$ cat src/rtl/mult_share_arbiter.sv
// mult_share_arbiter: lets N_REQ requesters share one W x W unsigned multiplier.
// A round-robin arbiter accepts one operand pair at a time and registers it onto
// the multiplier inputs. MUL_LAT edges later the product is captured. It is then
// returned on a single response channel, tagged with the id of the requester served.
//
// state  | meaning
// -------+-------------------------------------------------------------
// S_IDLE | waiting for any req_valid; req_ready offered to the RR winner
// S_WAIT | operands on mul_x/mul_y; counting down the multiplier latency
// S_RESP | product held on rsp_* until the consumer takes it
module mult_share_arbiter #(
    parameter int N_REQ   = 2,
    parameter int W       = 4,
    parameter int MUL_LAT = 1
) (
    input  logic               clk,
    input  logic               rst,
    input  logic [N_REQ-1:0]   req_valid,
    output logic [N_REQ-1:0]   req_ready,
    input  logic [N_REQ*W-1:0] req_x,
    input  logic [N_REQ*W-1:0] req_y,
    output logic [W-1:0]       mul_x,
    output logic [W-1:0]       mul_y,
    input  logic [2*W-1:0]     mul_z,
    output logic               rsp_valid,
    input  logic               rsp_ready,
    output logic [2*W-1:0]     rsp_data,
    output logic [1:0]         rsp_id,
    output logic               busy
);

    localparam logic [1:0] S_IDLE = 2'd0;
    localparam logic [1:0] S_WAIT = 2'd1;
    localparam logic [1:0] S_RESP = 2'd2;

    // Counter is loaded with MUL_LAT-1 so the product is sampled exactly
    // MUL_LAT edges after the operands were registered.
    localparam logic [2:0] CNT_LOAD = 3'(MUL_LAT - 1);
    // Last grant starts at the top index, so requester 0 is searched first.
    localparam logic [1:0] LAST_RST = 2'(N_REQ - 1);

    logic [1:0]     state_q, state_d;
    logic [2:0]     cnt_q, cnt_d;
    logic [1:0]     last_grant_q, last_grant_d;
    logic [W-1:0]   mul_x_q, mul_x_d;
    logic [W-1:0]   mul_y_q, mul_y_d;
    logic [2*W-1:0] rsp_data_q, rsp_data_d;
    logic [1:0]     rsp_id_q, rsp_id_d;
    logic           rsp_valid_q, rsp_valid_d;

    logic           grant_found;
    logic [1:0]     grant_idx;
    logic [2:0]     cand;
    logic [3:0]     valid_ext;
    logic [W-1:0]   x_sel;
    logic [W-1:0]   y_sel;

    // Round-robin search starting just after the last granted requester.
    always_comb begin
        grant_found = 1'b0;
        grant_idx   = 2'd0;
        cand        = 3'd0;
        valid_ext   = 4'(req_valid);
        for (int k = 1; k <= N_REQ; k++) begin
            cand = {1'b0, last_grant_q} + 3'(k);
            if (cand >= 3'(N_REQ)) begin
                cand = cand - 3'(N_REQ);
            end
            if (!grant_found && valid_ext[cand[1:0]]) begin
                grant_found = 1'b1;
                grant_idx   = cand[1:0];
            end
        end
    end

    // Operand mux for the winning requester.
    always_comb begin
        x_sel = '0;
        y_sel = '0;
        for (int i = 0; i < N_REQ; i++) begin
            if (grant_idx == 2'(i)) begin
                x_sel = req_x[i*W +: W];
                y_sel = req_y[i*W +: W];
            end
        end
    end

    // Accept is offered only while idle, one-hot to the round-robin winner.
    always_comb begin
        req_ready = '0;
        if (state_q == S_IDLE && grant_found) begin
            req_ready = {{(N_REQ-1){1'b0}}, 1'b1} << grant_idx;
        end
    end

    // Next-state and datapath update for the IDLE/WAIT/RESP sequence.
    always_comb begin
        state_d      = state_q;
        cnt_d        = cnt_q;
        last_grant_d = last_grant_q;
        mul_x_d      = mul_x_q;
        mul_y_d      = mul_y_q;
        rsp_data_d   = rsp_data_q;
        rsp_id_d     = rsp_id_q;
        rsp_valid_d  = rsp_valid_q;
        case (state_q)
            S_IDLE: begin
                if (grant_found) begin
                    mul_x_d      = x_sel;
                    mul_y_d      = y_sel;
                    rsp_id_d     = grant_idx;
                    last_grant_d = grant_idx;
                    cnt_d        = CNT_LOAD;
                    state_d      = S_WAIT;
                end
            end
            S_WAIT: begin
                if (cnt_q != 3'd0) begin
                    cnt_d = cnt_q - 3'd1;
                end else begin
                    rsp_data_d  = mul_z;
                    rsp_valid_d = 1'b1;
                    state_d     = S_RESP;
                end
            end
            S_RESP: begin
                if (rsp_ready) begin
                    rsp_valid_d = 1'b0;
                    state_d     = S_IDLE;
                end
            end
            default: begin
                rsp_valid_d = 1'b0;
                state_d     = S_IDLE;
            end
        endcase
    end

    // State registers; reset discards any transaction in flight.
    always_ff @(posedge clk) begin
        if (rst) begin
            state_q      <= S_IDLE;
            cnt_q        <= 3'd0;
            last_grant_q <= LAST_RST;
            mul_x_q      <= '0;
            mul_y_q      <= '0;
            rsp_data_q   <= '0;
            rsp_id_q     <= 2'd0;
            rsp_valid_q  <= 1'b0;
        end else begin
            state_q      <= state_d;
            cnt_q        <= cnt_d;
            last_grant_q <= last_grant_d;
            mul_x_q      <= mul_x_d;
            mul_y_q      <= mul_y_d;
            rsp_data_q   <= rsp_data_d;
            rsp_id_q     <= rsp_id_d;
            rsp_valid_q  <= rsp_valid_d;
        end
    end

    assign mul_x     = mul_x_q;
    assign mul_y     = mul_y_q;
    assign rsp_data  = rsp_data_q;
    assign rsp_id    = rsp_id_q;
    assign rsp_valid = rsp_valid_q;
    assign busy      = (state_q != S_IDLE);

endmodule

$ cat config.mk
export PLATFORM = sky130hd
export DESIGN_NAME = mult_share_arbiter
export DESIGN_NICKNAME = d
export VERILOG_FILES = /design/src/rtl/mult_share_arbiter.sv
export SDC_FILE = /design/constraint.sdc
export NUM_CORES = 1
export LEC_CHECK = 0
export CAP_MARGIN = 20
export CORE_MARGIN = 10
export CORE_UTILIZATION = 40
export CTS_CLUSTER_SIZE = 16
export DETAILED_ROUTE_END_ITERATION = 16
export GPL_TIMING_DRIVEN = 0
export PLACE_DENSITY = 0.87
export SYNTH_ARGS = -nofsm -noshare
export SYNTH_HDL_FRONTEND = slang
export SYNTH_SLANG_ARGS = --single-unit
$ cat constraint.sdc
create_clock -name clk -period 3.8 [get_ports clk]
set_input_delay 1.14 -clock clk [delete_from_list [all_inputs] [get_ports clk]]
set_output_delay 1.14 -clock clk [all_outputs]
set_load 0.01 [all_outputs]
==> flow_summary_export.csv <==
group,metric,value,unit
worst_setup_path,arrival,2620,ps
worst_setup_path,r2r_slack,2310,ps
floorplanning,die_h,73.71,um
worst_setup_path,critPathKind,"input pin to primary output",
flow_run,maxCapViolCount,0,
synth,seq_area_frac_synth,43.38,%
global_routing,grt.total_usage,11.55,%
clock_tree,cts_tree,"yes",
route,viasPerCell,5.106,
pwr,irDropWorstVdd,0.0002277,V
timing,hold_viol,0,
worst_setup_path,endpoint_kind,"primary output",
worst_setup_path,critPathMaxFanout,6,
worst_setup_path,cp_cell_sequence,"clkdlybuf4s50_1, nor2b_4, and3_1, clkdlybuf4s50_1",
clock_tree,htree_levels,1,
final_layout,layout_common_cells,"48 x clkdlybuf4s50_1, 25 x dfxtp_1, 21 x inv_1, 17 x nand2_1, 10 x a21oi_1",
clock_tree,clock_path_buffers,2,
synth,yosysUniqueCellTypes,36,
place,place_inst,212,
global_routing,grt_pass1_wl,5.250,mm
synth,netlist_area,1154,um^2
timing,worst_pin_slew,502.0,ps
pwr,powerDensity,352.2,nW/um^2
floorplanning,start_util,41.83,%
route,vias,1103,
worst_setup_path,cp_data_required_time,2660,ps
floorplanning,num_rows,19,
worst_setup_path,path_delay_family,"buffers and inverters",
final_layout,n_fill_cell,255,
worst_setup_path,crit_path_start_kind,"input pin",
clock_tree,hold_buffers,0,
floorplanning,pin_count,51,
timing,clock.fmax,0.2661,GHz
clock_tree,clkTransAtPathRegs,130,ps
floorplanning,die-area,5432,um^2
route,drt_first_pass_iters,4,
pwr,p_leak,0.0006796,uW
final_layout,final_area,1722,um^2
timing,finalSetupViolCount,0,
route,drt_iter0_drc,40,
timing,period_minus_slack,3758,ps
timing,slew_headroom,66.39,%
synth,yosys_warnings,0,
clock_tree,numClockSinks,25,
timing,period_share,98.89,%
floorplanning,core,2758,um^2
place,dpl.hpwl,2.578,mm
synth,synthFlopType,"dfxtp_1",
worst_hold_path,hp-class,"flop to flop",
global_routing,grt_max_degree,15,
global_routing,antenna_found_initial,0,
final_layout,final_nets,217,
place,place.gp.congestion,0.8076,
timing,slew_violations,0,
route,wl_per_cell,14.88,um
clock_tree,cts-root-buf,"clkbuf_4",
final_layout,drive_above_1_share,9.189,%
clock_tree,clk_latency,310,ps
synth,postSynthNetCount,163,
place,post_dp_cell_area,1683,um^2
route,drc_errors,0,
synth,synth_edf_count,0,
synth,ys_top_cells_by_area,"dfxtp_1 43%, inv_1 6.8%, o221ai_1 6.1%, nand2_1 5.5%, a21oi_1 4.3%",
floorplanning,fp.dieW,73.71,um
synth,yosysTopAreaCellShare,43.38,%
final_layout,layout_commonest_cell,"clkdlybuf4s50_1",
synth,syn_inst,132,
worst_setup_path,cpPeakStageDelay,550,ps
final_layout,antenna_cells,0,
synth,async_flop_share,0,%
timing,skew,1.762,ps
worst_setup_path,crit_path_top_delay_cell,"clkdlybuf4s50_1",
synth,yosysTopAreaCell,"dfxtp_1",
route,wl,3.214,mm
synth,syn_area_per_cell,8.739,um^2
timing,rsz0062_at_grt,"no",
place,numPortBuffers,49,
final_layout,fin_cells,216,
global_routing,grt_overflow,0,
synth,synth_seq_cells,25,
global_routing,grt_pass1_vias,1164,
outcome,status,"finished, final reports clean",
clock_tree,cts_made_buffers,3,
worst_setup_path,critPathBufInv,2,
worst_setup_path,cpMostUsedCell,"clkdlybuf4s50_1",
final_layout,area.growth.synth_to_final,49.24,%
route,postRouteAntennaNets,0,
synth_stat cells, drive strengths merged (3+ instances only):
cell type and count:
nand3 8, or4 3, nor2 5, o221ai 8, dfxtp 25, buf 5, inv 21, o21ai 4
nand2 17, and3 3, a21oi 11
stage by stage:
step | setup slack (ps) | total power (uW) | hold slack (ps) | util [%] | setup TNS (ps)
after floorplan | 1009 | 399.6 | 443.0 | - | 0
after global placement | -38.14 | 492.8 | 442.7 | 61.03 | -38.14
after detailed placement | -73.95 | 498.4 | 450.7 | 61.03 | -73.95
after CTS | 47.40 | 615.6 | 469.4 | 62.43 | 0
after global routing | 12.87 | 649.1 | 493.3 | 62.43 | 0
final | 42.35 | 606.4 | 466.0 | 62.43 | 0
repair_timing:
action | CTS | global route
setup endpoints to repair | 1 | 0
resized for setup | 3 | 0
buffers inserted | 0 | 0
hold endpoints to repair | 0 | 0
power breakdown:
part	internal, uW	leakage, uW	switching, uW
logic	106	0.000457	85.3
clock network	39.3	0.0000177	75.3
registers	287	0.000205	13.4
total	432	0.000680	174
state kept, by name, indices dropped and copies added, names as in the netlist:
name / flops
mul_x: 4
state_q: 2
mul_y: 4
rsp_data: 8
rsp_valid: 1
cnt_q: 3
last_grant_q: 2
rsp_id: 1
cell families (layout without fill, tap and decap cells):
logic type                 Yosys count  in the layout  synth area share (%)
AOI/OAI and AO/OA                   32             32                 20.07
adders and majority gates            2              2                 2.169
buffers and inverters               28             81                 11.28
DFF                                 25             25                 43.38
and+or+nand+nor                     45             45                 23.10
area by class of cell:
type / instances / area, um^2 / area share [%]
multi-input cells: 79 / 535.5 / 31.10
flip-flops and latches: 25 / 500.5 / 29.07
repair buffers: 49 / 489.2 / 28.42
inverters: 21 / 78.83 / 4.578
plain buffers: 7 / 51.30 / 2.980
well taps: 31 / 38.79 / 2.253
clock buffers: 3 / 22.52 / 1.308
clock inverters: 1 / 5.005 / 0.2907
tightest hold or removal path, cell delays in order, from the launching register on:
cell	delay [ps]
dfxtp_1	330
nand2_1	50
a21oi_1	50
path summary, 6_finish.rpt:
kind                                   start           end  depth (start not counted)
worst min-delay path             rsp_data[0]   rsp_data[0]                          2
worst max register to register      cnt_q[0]   rsp_data[3]                          6
worst max-delay path            req_valid[0]  req_ready[0]                          4
worst min register to register   rsp_data[0]   rsp_data[0]                          2
routing by layer:
| layer | GRT usage, % | wire [um] |
|---|---|---|
| met5 | 0 | 0 |
| met2 | 18.75 | 1403 |
| met4 | 1.863 | 0 |
| met3 | 7.402 | 494 |
| met1 | 12.55 | 1316 |
(Power assumes the default switching activity.)
